### config.mk
export PLATFORM = sky130hd
export DESIGN_NAME = lcd_cmd_dispatch
export DESIGN_NICKNAME = d
export VERILOG_FILES = /design/src/rtl/lcd_pkg.sv /design/src/rtl/cmd_fifo.sv /design/src/rtl/lcd_cmd_dispatch.sv
export SDC_FILE = /design/constraint.sdc
export NUM_CORES = 1
export LEC_CHECK = 0
export CORE_ASPECT_RATIO = 0.7
export CORE_UTILIZATION = 45
export DETAILED_ROUTE_END_ITERATION = 6
export PLACE_DENSITY = 0.69
export SLEW_MARGIN = 20
export SYNTH_ARGS = -nofsm -noshare
export SYNTH_HDL_FRONTEND = slang
export SYNTH_SLANG_ARGS = --single-unit
### constraint.sdc
create_clock -name clk -period 3.56 [get_ports clk]
set_input_delay 0.712 -clock clk [delete_from_list [all_inputs] [get_ports clk]]
set_output_delay 0.712 -clock clk [all_outputs]
set_load 0.1 [all_outputs]
### src/rtl/lcd_pkg.sv
// Shared definitions for the LCD command path: opcode values, dispatcher
// state encoding and the opcode legality test. Also imported by the
// image controller, so opcode values must not move.
package lcd_pkg;

    localparam int unsigned OPCODE_W = 4;

    // Host command opcodes understood by the image controller.
    typedef enum logic [OPCODE_W-1:0] {
        OP_WRITE       = 4'd0,
        OP_SHIFT_UP    = 4'd1,
        OP_SHIFT_DOWN  = 4'd2,
        OP_SHIFT_LEFT  = 4'd3,
        OP_SHIFT_RIGHT = 4'd4,
        OP_ROTATE_CW   = 4'd5,
        OP_ROTATE_CCW  = 4'd6,
        OP_INVERT      = 4'd7,
        OP_BRIGHT_UP   = 4'd8,
        OP_BRIGHT_DOWN = 4'd9,
        OP_MIRROR_X    = 4'd10,
        OP_MIRROR_Y    = 4'd11
    } lcd_opcode_e;

    localparam logic [OPCODE_W-1:0] MAX_OPCODE = 4'd11;

    // Dispatcher FSM states.
    typedef enum logic [1:0] {
        ST_IDLE      = 2'd0,
        ST_ISSUE     = 2'd1,
        ST_GUARD     = 2'd2,
        ST_WAIT_DONE = 2'd3
    } lcd_state_e;

    // Opcodes 12..15 are reserved and must never reach the controller.
    function automatic logic opcode_legal(input logic [OPCODE_W-1:0] op);
        return (op <= MAX_OPCODE);
    endfunction

endpackage

### src/rtl/cmd_fifo.sv
// Circular command queue. DEPTH must be a power of two so the pointers
// wrap from DEPTH-1 to 0 by plain binary overflow. Push and pop in the same
// cycle leave the count unchanged; a push while full or a pop while empty
// is ignored.
module cmd_fifo #(
    parameter int unsigned DEPTH = 8,
    parameter int unsigned WIDTH = 4
) (
    input  logic                     clk,
    input  logic                     reset,
    input  logic                     push,
    input  logic [WIDTH-1:0]         push_data,
    input  logic                     pop,
    output logic [WIDTH-1:0]         head,
    output logic [$clog2(DEPTH):0]   count,
    output logic                     full,
    output logic                     empty
);

    localparam int unsigned PTR_W = $clog2(DEPTH);
    localparam int unsigned CNT_W = PTR_W + 1;

    logic [WIDTH-1:0] mem_q [DEPTH];
    logic [WIDTH-1:0] mem_d [DEPTH];
    logic [PTR_W-1:0] wr_ptr_q, wr_ptr_d;
    logic [PTR_W-1:0] rd_ptr_q, rd_ptr_d;
    logic [CNT_W-1:0] count_q, count_d;

    logic do_push;
    logic do_pop;

    assign full    = (count_q == CNT_W'(DEPTH));
    assign empty   = (count_q == '0);
    assign do_push = push && !full;
    assign do_pop  = pop && !empty;
    assign head    = mem_q[rd_ptr_q];
    assign count   = count_q;

    // Next-state for storage, pointers and occupancy count.
    always_comb begin
        mem_d    = mem_q;
        wr_ptr_d = wr_ptr_q;
        rd_ptr_d = rd_ptr_q;
        count_d  = count_q;
        if (do_push) begin
            mem_d[wr_ptr_q] = push_data;
            wr_ptr_d        = wr_ptr_q + PTR_W'(1);
        end
        if (do_pop) begin
            rd_ptr_d = rd_ptr_q + PTR_W'(1);
        end
        unique case ({do_push, do_pop})
            2'b10:   count_d = count_q + CNT_W'(1);
            2'b01:   count_d = count_q - CNT_W'(1);
            default: count_d = count_q;
        endcase
    end

    // Queue state registers; reset empties the queue.
    always_ff @(posedge clk or posedge reset) begin
        if (reset) begin
            for (int unsigned i = 0; i < DEPTH; i++) begin
                mem_q[i] <= '0;
            end
            wr_ptr_q <= '0;
            rd_ptr_q <= '0;
            count_q  <= '0;
        end else begin
            for (int unsigned i = 0; i < DEPTH; i++) begin
                mem_q[i] <= mem_d[i];
            end
            wr_ptr_q <= wr_ptr_d;
            rd_ptr_q <= rd_ptr_d;
            count_q  <= count_d;
        end
    end

endmodule

### src/rtl/lcd_cmd_dispatch.sv
// Host-to-image-controller command dispatcher. Legal host opcodes are
// queued; one command at a time is strobed to the controller whenever it
// is not busy. After a strobe the controller's busy is ignored for one
// guard cycle, and a Write additionally blocks further issue until the
// controller reports the frame dump finished.
module lcd_cmd_dispatch
    import lcd_pkg::*;
#(
    parameter int unsigned FIFO_DEPTH = 8,
    parameter int unsigned FRAME_W    = 8
) (
    input  logic                          clk,
    input  logic                          reset,
    input  logic [3:0]                    in_cmd,
    input  logic                          in_valid,
    output logic                          in_ready,
    output logic [3:0]                    cmd,
    output logic                          cmd_valid,
    input  logic                          busy,
    input  logic                          done,
    output logic [$clog2(FIFO_DEPTH):0]   fifo_count,
    output logic                          err_opcode,
    output logic [FRAME_W-1:0]            frame_cnt
);

    logic        fifo_push;
    logic        fifo_pop;
    logic [3:0]  fifo_head;
    logic        fifo_full;
    logic        fifo_empty;

    lcd_state_e          state_q, state_d;
    logic [3:0]          cmd_q, cmd_d;
    logic                cmd_valid_q, cmd_valid_d;
    logic                err_opcode_q, err_opcode_d;
    logic [FRAME_W-1:0]  frame_cnt_q, frame_cnt_d;

    assign in_ready   = !fifo_full;
    assign fifo_push  = in_valid && in_ready && opcode_legal(in_cmd);
    assign cmd        = cmd_q;
    assign cmd_valid  = cmd_valid_q;
    assign err_opcode = err_opcode_q;
    assign frame_cnt  = frame_cnt_q;

    cmd_fifo #(
        .DEPTH (FIFO_DEPTH),
        .WIDTH (4)
    ) u_fifo (
        .clk       (clk),
        .reset     (reset),
        .push      (fifo_push),
        .push_data (in_cmd),
        .pop       (fifo_pop),
        .head      (fifo_head),
        .count     (fifo_count),
        .full      (fifo_full),
        .empty     (fifo_empty)
    );

    // Illegal opcodes are dropped and flagged one cycle later, whether or
    // not the queue could have accepted them.
    always_comb begin
        err_opcode_d = in_valid && !opcode_legal(in_cmd);
    end

    // Dispatch FSM. The strobe and opcode are registered on the IDLE->ISSUE
    // transition, so cmd_valid is high exactly while the FSM sits in ISSUE
    // and cmd keeps the last issued opcode afterwards.
    always_comb begin
        state_d     = state_q;
        cmd_d       = cmd_q;
        cmd_valid_d = 1'b0;
        frame_cnt_d = frame_cnt_q;
        fifo_pop    = 1'b0;
        unique case (state_q)
            ST_IDLE: begin
                if (!busy && !fifo_empty) begin
                    fifo_pop    = 1'b1;
                    cmd_d       = fifo_head;
                    cmd_valid_d = 1'b1;
                    state_d     = ST_ISSUE;
                end
            end
            ST_ISSUE: begin
                state_d = ST_GUARD;
            end
            ST_GUARD: begin
                state_d = (cmd_q == OP_WRITE) ? ST_WAIT_DONE : ST_IDLE;
            end
            ST_WAIT_DONE: begin
                if (done) begin
                    if (frame_cnt_q != '1) begin
                        frame_cnt_d = frame_cnt_q + FRAME_W'(1);
                    end
                    state_d = ST_IDLE;
                end
            end
            default: begin
                state_d = ST_IDLE;
            end
        endcase
    end

    // FSM and output registers; reset abandons any command in flight.
    always_ff @(posedge clk or posedge reset) begin
        if (reset) begin
            state_q      <= ST_IDLE;
            cmd_q        <= '0;
            cmd_valid_q  <= 1'b0;
            err_opcode_q <= 1'b0;
            frame_cnt_q  <= '0;
        end else begin
            state_q      <= state_d;
            cmd_q        <= cmd_d;
            cmd_valid_q  <= cmd_valid_d;
            err_opcode_q <= err_opcode_d;
            frame_cnt_q  <= frame_cnt_d;
        end
    end

endmodule

==> results of run 1 <==
worst max-delay path by stage:
stage | startpoint | endpoint | slack [ps]
floorplan | u_fifo.count[3] | u_fifo.count[2] | 220
global route | in_cmd[3] | u_fifo.count[2] | 680
finish | in_cmd[3] | u_fifo.count[2] | 830
global placement | in_cmd[3] | u_fifo.count[2] | 530
CTS | in_cmd[3] | u_fifo.count[2] | 840
detailed placement | in_cmd[3] | u_fifo.count[2] | 480
layout make-up:
type / instances / area (um^2)
Sequential cell: 58 / 1450
Multi-Input combinational cell: 130 / 1290
Timing Repair Buffer: 31 / 293
Inverter: 3 / 18.8
Clock inverter: 6 / 57.6
Fill cell: 491 / 2540
Tap cell: 75 / 93.8
Clock buffer: 10 / 128
routing by layer:
metal | track usage (%) | vias to the layer above
met5 | 0 | -
met4 | 6.62 | 0
met3 | 8.00 | 9
met2 | 23.4 | 24
met1 | 27.5 | 816
li1 | - | 788
registers in the layout, indices dropped and copies added, names as in the netlist:
signal           flops
state_q              2
frame_cnt            8
u_fifo.mem_q        32
cmd                  4
cmd_valid            1
u_fifo.count         4
u_fifo.wr_ptr_q      3
err_opcode           1
u_fifo.rd_ptr_q      3
power breakdown:
part | switching (mW) | total (mW) | internal [mW]
Combinational | 0.904 | 1.61 | 0.708
Clock | 0.265 | 0.583 | 0.318
Sequential | 0.345 | 1.31 | 0.964
Total | 1.51 | 3.50 | 1.99
logic make-up (layout without fill, tap and decap cells):
| family | count (synthesis) | in the layout | share of synthesized area, % |
|---|---|---|---|
| flip-flops | 58 | 58 | 51.6 |
| AND/OR/NAND/NOR | 51 | 51 | 12.1 |
| multiplexers | 47 | 47 | 24.0 |
| XOR/XNOR | 16 | 16 | 4.98 |
| buffers and inverters | 13 | 50 | 2.76 |
| AO/OA/AOI/OAI | 10 | 10 | 1.91 |
| adder cells (fa/ha/maj) | 6 | 6 | 2.67 |
cells in the final DEF (no fill, tap or decap), types with 8 or more instances in the layout:
master	netlist	routed
mux2_2	19	19
nand2_1	14	14
mux2_4	16	16
nor2_1	9	9
xor2_1	11	11
dfrtp_1	58	58
mux4_2	8	8
clkdlybuf4s50_1	0	24
clkbuf_8	0	9
synthesized netlist by cell type (all sizes together):
cell type | n | share of area (%)
nor3b | 1 | 0.27
nor4b | 2 | 1.7
mux2 | 35 | 16
o21ai | 2 | 0.36
or2 | 1 | 0.22
inv | 3 | 0.67
nor4 | 6 | 1.9
mux2i | 4 | 1.4
or4b | 1 | 0.49
nand4 | 2 | 0.44
nand3b | 2 | 0.53
a211o | 1 | 0.31
nand3 | 3 | 0.53
nand2b | 1 | 0.22
xnor2 | 5 | 1.6
mux4 | 8 | 6.4
nand4b | 2 | 0.84
nor4bb | 1 | 0.36
buf | 6 | 1.6
xor2 | 11 | 3.4
nand2 | 14 | 1.9
nor3 | 3 | 0.93
clkbuf | 4 | 0.53
a21oi | 7 | 1.2
nor2 | 9 | 1.2
ha | 6 | 2.7
and3 | 3 | 0.67
dfrtp | 58 | 52
per-stage QoR:
stage / hold slack [ps] / area (um^2) / util, % / total power [mW] / instances
3_5_place_dp: 487 / 3150 / 53.6 / 2.94 / 297
3_3_place_gp: 485 / 3150 / 53.6 / 2.90 / 297
5_1_grt: 525 / 3330 / 56.8 / 3.71 / 313
4_1_cts: 496 / 3330 / 56.8 / 3.53 / 313
2_1_floorplan: 474 / 2810 / - / 2.59 / 201
6_report: 490 / 3330 / 56.8 / 3.50 / 313
worst register-to-register path, delay by kind of cell (launching register included):
| family | cells | cell delay, ps |
|---|---|---|
| XOR/XNOR | 3 | 400 |
| AO/OA/AOI/OAI | 1 | 140 |
| flip-flops | 1 | 460 |
| AND/OR/NAND/NOR | 3 | 950 |
| buffers and inverters | 1 | 160 |
| adder cells (fa/ha/maj) | 2 | 450 |
==> flow_metrics.py, run 1 <==
metrics = {
    "clocking": {
        "htree_levels": 3,
        "cts_buffers": 9,
        "cts-root-buf": "clkbuf_8",
        "cts.path.max_buffers": 2,
        "cts_hold_buf": 0,
        "cts_tree": "done",
        "worstSkewPairLatency_ps": 350,
        "clock_sinks": 58,
        "cts_setup_buffers": 0,
        "cts_resized": 0,
        "clkSlewWorstSetupHoldPaths_ps": 60,
    },
    "worst_setup_path": {
        "worst-setup-path-type": "in -> reg",
        "slowest_stage": "clkdlybuf4s50_1",
        "ff2ff_path_depth": 10,
        "cp_common_cell": "xor2_1",
        "r2r_end": "u_fifo.count[2]",
        "crit_arrival_ps": 2950,
        "crit_fanout": 8,
        "cp.required_ps": 3780,
        "max_stage_delay_ps": 480,
        "startpoint_type": "input port",
        "critical_path_buf_inv_count": 2,
        "cp.depth": 11,
        "path_delay_family": "simple AND/OR/NAND/NOR gates",
        "setup.worst_path.end_class": "register",
        "regToRegStartpoint": "u_fifo.count[0]",
        "worstPathCellList": "clkdlybuf4s50_1 > nand2_1 > and3_1 > inv_8 > ha_1 > xor2_1 > ha_1 > a21oi_1 > xor2_1 > nor2_1 > xor2_1",
        "reg2reg_slack_ps": 890,
    },
    "global_routing": {
        "grt.overflow.total": 0,
        "grt_max_degree": 59,
        "antenna_found_initial": 0,
        "grt_pass1_vias": 1590,
        "grtUsageTotal_pct": 18.5,
        "grt_pass1_wl_mm": 8.49,
    },
    "floorplan": {
        "ios": 28,
        "die_w_um": 96.5,
        "coreArea_um2": 5870,
        "dieArea_um2": 6580,
        "num_rows": 23,
        "start_util_pct": 47.9,
        "die_y_um": 68.2,
    },
    "logic_synthesis": {
        "postSynthAreaPerCell_um2": 14.0,
        "seq_area_frac_synth_pct": 51.6,
        "yosys_register_bits": 58,
        "syn-cell-area_um2": 2810,
        "ys_types": 37,
        "synthCells": 201,
        "syn_nets": 216,
        "yosys_warnings": 0,
    },
    "flow_run": {
        "maxCapViolCount": 0,
    },
    "status": {
        "outcome": "completed",
    },
    "layout": {
        "nets": 248,
        "drive_gt1_share_pct": 31.5,
        "area_delta_synth_final_pct": 18.5,
        "antenna_cells": 0,
    },
    "detailed_routing": {
        "vias": 1637,
        "dr.pass1.iters": 4,
        "wirelength_mm": 5.15,
        "drc": 0,
        "drt_iter0_drc": 42,
        "ant_nets": 0,
        "wl_met1_mm": 2.74,
        "route.met3.wl_um": 226,
        "top_layer": "met4",
        "routedWlPerCell_um": 16.5,
        "route.met2.wl_mm": 2.11,
        "vias_per_cell": 5.23,
    },
    "hold_path": {
        "hold_path_depth": 1,
        "min_from": "frame_cnt[7]",
        "hold_class": "reg -> reg",
        "whs_endpoint": "frame_cnt[7]",
    },
    "sta": {
        "fmax_mhz": 367,
        "worst_pin_slew_ps": 968,
        "fin_setup_tns_ps": 0,
        "max-slew-margin-rel_pct": 35.2,
        "grt_setup_unrepaired": "no",
        "finalSetupViolCount": 0,
        "period_minus_slack_ps": 2730,
        "hold_viol": 0,
        "fin_worst_skew_ps": 10.1,
        "slew_viol_final": 0,
        "finalCritPeriodShare_pct": 76.6,
        "setup_slack_ps": 834,
    },
    "power_and_ir_drop": {
        "p_per_area_nw_per_um2": 1050,
        "ir_drop_v": 0.000467,
        "power_leakage_nw": 1.48,
    },
    "place": {
        "hpwl_mm": 3.63,
        "portBuffers": 27,
        "dp_worst_setup_slack_ps": 477,
        "globalplace.congestion": 0.741,
    },
}
No activity file was read; power rests on OpenSTA's default activity.
==> run 2, diff against run 1 <==
==> constraint.sdc (replaced) <==
create_clock -name clk -period 2.6 [get_ports clk]
set_input_delay 0.52 -clock clk [delete_from_list [all_inputs] [get_ports clk]]
set_output_delay 0.52 -clock clk [all_outputs]
set_load 0.1 [all_outputs]
==> run 2 against run 1 <==
Net effect: flip-flop and latch count is the same; wire length is the same; die area is the same; hold slack gained 9.8 ps; final cell count grew 1.3%; sequential share of layout area shrank 0.53 points; largest power group unchanged; critical path type is now reg -> reg; clock skew shrank 5.7 ps; critical endpoint unchanged; sequential power grew 36%.
==> flow_metrics.py, run 2 (synthesized netlist as in run 1, its figures left out) <==
metrics = {
    "status": {
        "outcome": "completed",
    },
    "place": {
        "post_dp_cell_area_um2": 3190,
        "globalplace.congestion": 0.789,
        "portBuffers": 27,
        "dp_worst_setup_slack_ps": 134,
        "hpwl_mm": 3.46,
    },
    "global_routing": {
        "grt.overflow.total": 0,
        "antenna_found_initial": 0,
        "grt_max_degree": 59,
        "grt_pass1_wl_mm": 8.35,
        "grt_pass1_vias": 1558,
        "grtUsageTotal_pct": 18.2,
    },
    "floorplan": {
        "coreArea_um2": 5870,
        "dieArea_um2": 6580,
        "die_w_um": 96.5,
        "start_util_pct": 47.9,
        "ios": 28,
        "num_rows": 23,
        "die_y_um": 68.2,
    },
    "worst_setup_path": {
        "setup.worst_path.end_class": "register",
        "slowest_stage": "or4b_4",
        "worstPathCellList": "or4b_4 > and3_4 > inv_8 > ha_4 > xor2_1 > ha_2 > a21oi_2 > xor2_1 > nor2_1 > xor2_1",
        "crit_fanout": 8,
        "startpoint_type": "register",
        "worst-setup-path-type": "reg -> reg",
        "cp.depth": 10,
        "max_stage_delay_ps": 540,
        "cp_common_cell": "xor2_1",
        "crit_arrival_ps": 2610,
        "critical_path_buf_inv_count": 1,
        "ff2ff_path_depth": 10,
        "cp.required_ps": 2860,
        "path_delay_family": "simple AND/OR/NAND/NOR gates",
    },
    "layout": {
        "final_cell_mix": "dfrtp_1, buf_4, mux2_2",
        "n_fill_cell": 469,
        "fin_area_um2": 3390,
        "area_delta_synth_final_pct": 20.3,
        "largest-register": "u_fifo.mem_q",
        "largest_reg_flops": 32,
        "antenna_cells": 0,
        "final_common_cell": "dfrtp_1",
        "nets": 253,
        "drive_gt1_share_pct": 43.8,
    },
    "sta": {
        "fmax_mhz": 425,
        "finalSetupViolCount": 0,
        "hold_viol": 0,
        "max-slew-margin-rel_pct": 59.1,
        "period_minus_slack_ps": 2350,
        "worst_pin_slew_ps": 613,
        "setup_slack_ps": 249,
        "fin_worst_skew_ps": 4.38,
        "finalCritPeriodShare_pct": 90.4,
        "slew_viol_final": 0,
        "grt_setup_unrepaired": "no",
    },
    "clocking": {
        "cts-root-buf": "clkbuf_8",
        "cts_buffers": 9,
        "cts_tree": "done",
        "clkSlewWorstSetupHoldPaths_ps": 60,
        "cts_resized": 0,
        "cts_hold_buf": 0,
        "clock_sinks": 58,
        "cts_setup_buffers": 0,
        "htree_levels": 3,
        "worstSkewPairLatency_ps": 340,
        "cts.path.max_buffers": 2,
    },
    "power_and_ir_drop": {
        "power_leakage_nw": 1.52,
        "p_per_area_nw_per_um2": 1440,
        "ir_drop_v": 0.000607,
    },
    "detailed_routing": {
        "drc": 0,
        "drt_iter0_drc": 82,
        "vias": 1678,
        "route.met2.wl_mm": 2.10,
        "wl_met1_mm": 2.74,
        "route.met3.wl_um": 217,
        "vias_per_cell": 5.29,
        "routedWlPerCell_um": 16.3,
        "wirelength_mm": 5.15,
        "top_layer": "met4",
        "ant_nets": 0,
        "dr.pass1.iters": 4,
    },
    "hold_path": {
        "hold_path_depth": 1,
        "hold_class": "reg -> reg",
    },
    "flow_run": {
        "maxCapViolCount": 0,
    },
}
-- run 2: changes by cell type in the layout (fill, tap and decap cells not counted), sizes merged --
cell | before | now
buf | 7 | 28
clkdlybuf4s50 | 24 | 8
clkinv | 4 | 2
clkinvlp | 1 | 2
-- run 2: path summary, 6_finish.rpt --
| check | start | end | slack, ps |
|---|---|---|---|
| hold reg to reg | u_fifo.count[3] | u_fifo.count[3] | 500 |
| setup / recovery | u_fifo.count[2] | u_fifo.count[2] | 250 |
| min in group asynchronous | reset | frame_cnt[0] | 540 |
| setup reg to reg | u_fifo.count[2] | u_fifo.count[2] | 250 |
| max in group asynchronous | reset | u_fifo.count[1] | 1780 |
| hold / removal | u_fifo.count[3] | u_fifo.count[3] | 500 |
-- run 2: power by group --
part / internal, mW / switching [mW]
clock: 0.459 / 0.354
combinational: 0.992 / 1.28
sequential: 1.33 / 0.451
total: 2.78 / 2.09
-- run 2: layer usage --
layer,up-vias,global-route usage [%]
met5,-,0
met4,0,7.17
met3,11,6.44
met2,39,24.1
met1,832,26.8
li1,796,-
-- run 2: layout make-up --
| type | instances | area, um^2 | area share [%] |
|---|---|---|---|
| flip-flops and latches | 58 | 1460 | 43.0 |
| well taps | 75 | 93.8 | 2.77 |
| clock inverters | 5 | 55.1 | 1.63 |
| inverters | 3 | 18.8 | 0.554 |
| repair buffers | 36 | 303 | 8.94 |
| multi-input cells | 130 | 1320 | 39.0 |
| clock buffers | 10 | 138 | 4.07 |
-- run 2: stage by stage --
step	hold WS (ps)	cells	TNS, ps	util, %	power (mW)
2_1_floorplan	474	201	-638	-	3.58
3_3_place_gp	482	302	0	54.4	4.03
3_5_place_dp	488	302	0	54.4	4.07
4_1_cts	500	317	0	57.7	4.90
5_1_grt	512	317	0	57.7	5.13
6_report	500	317	0	57.7	4.87
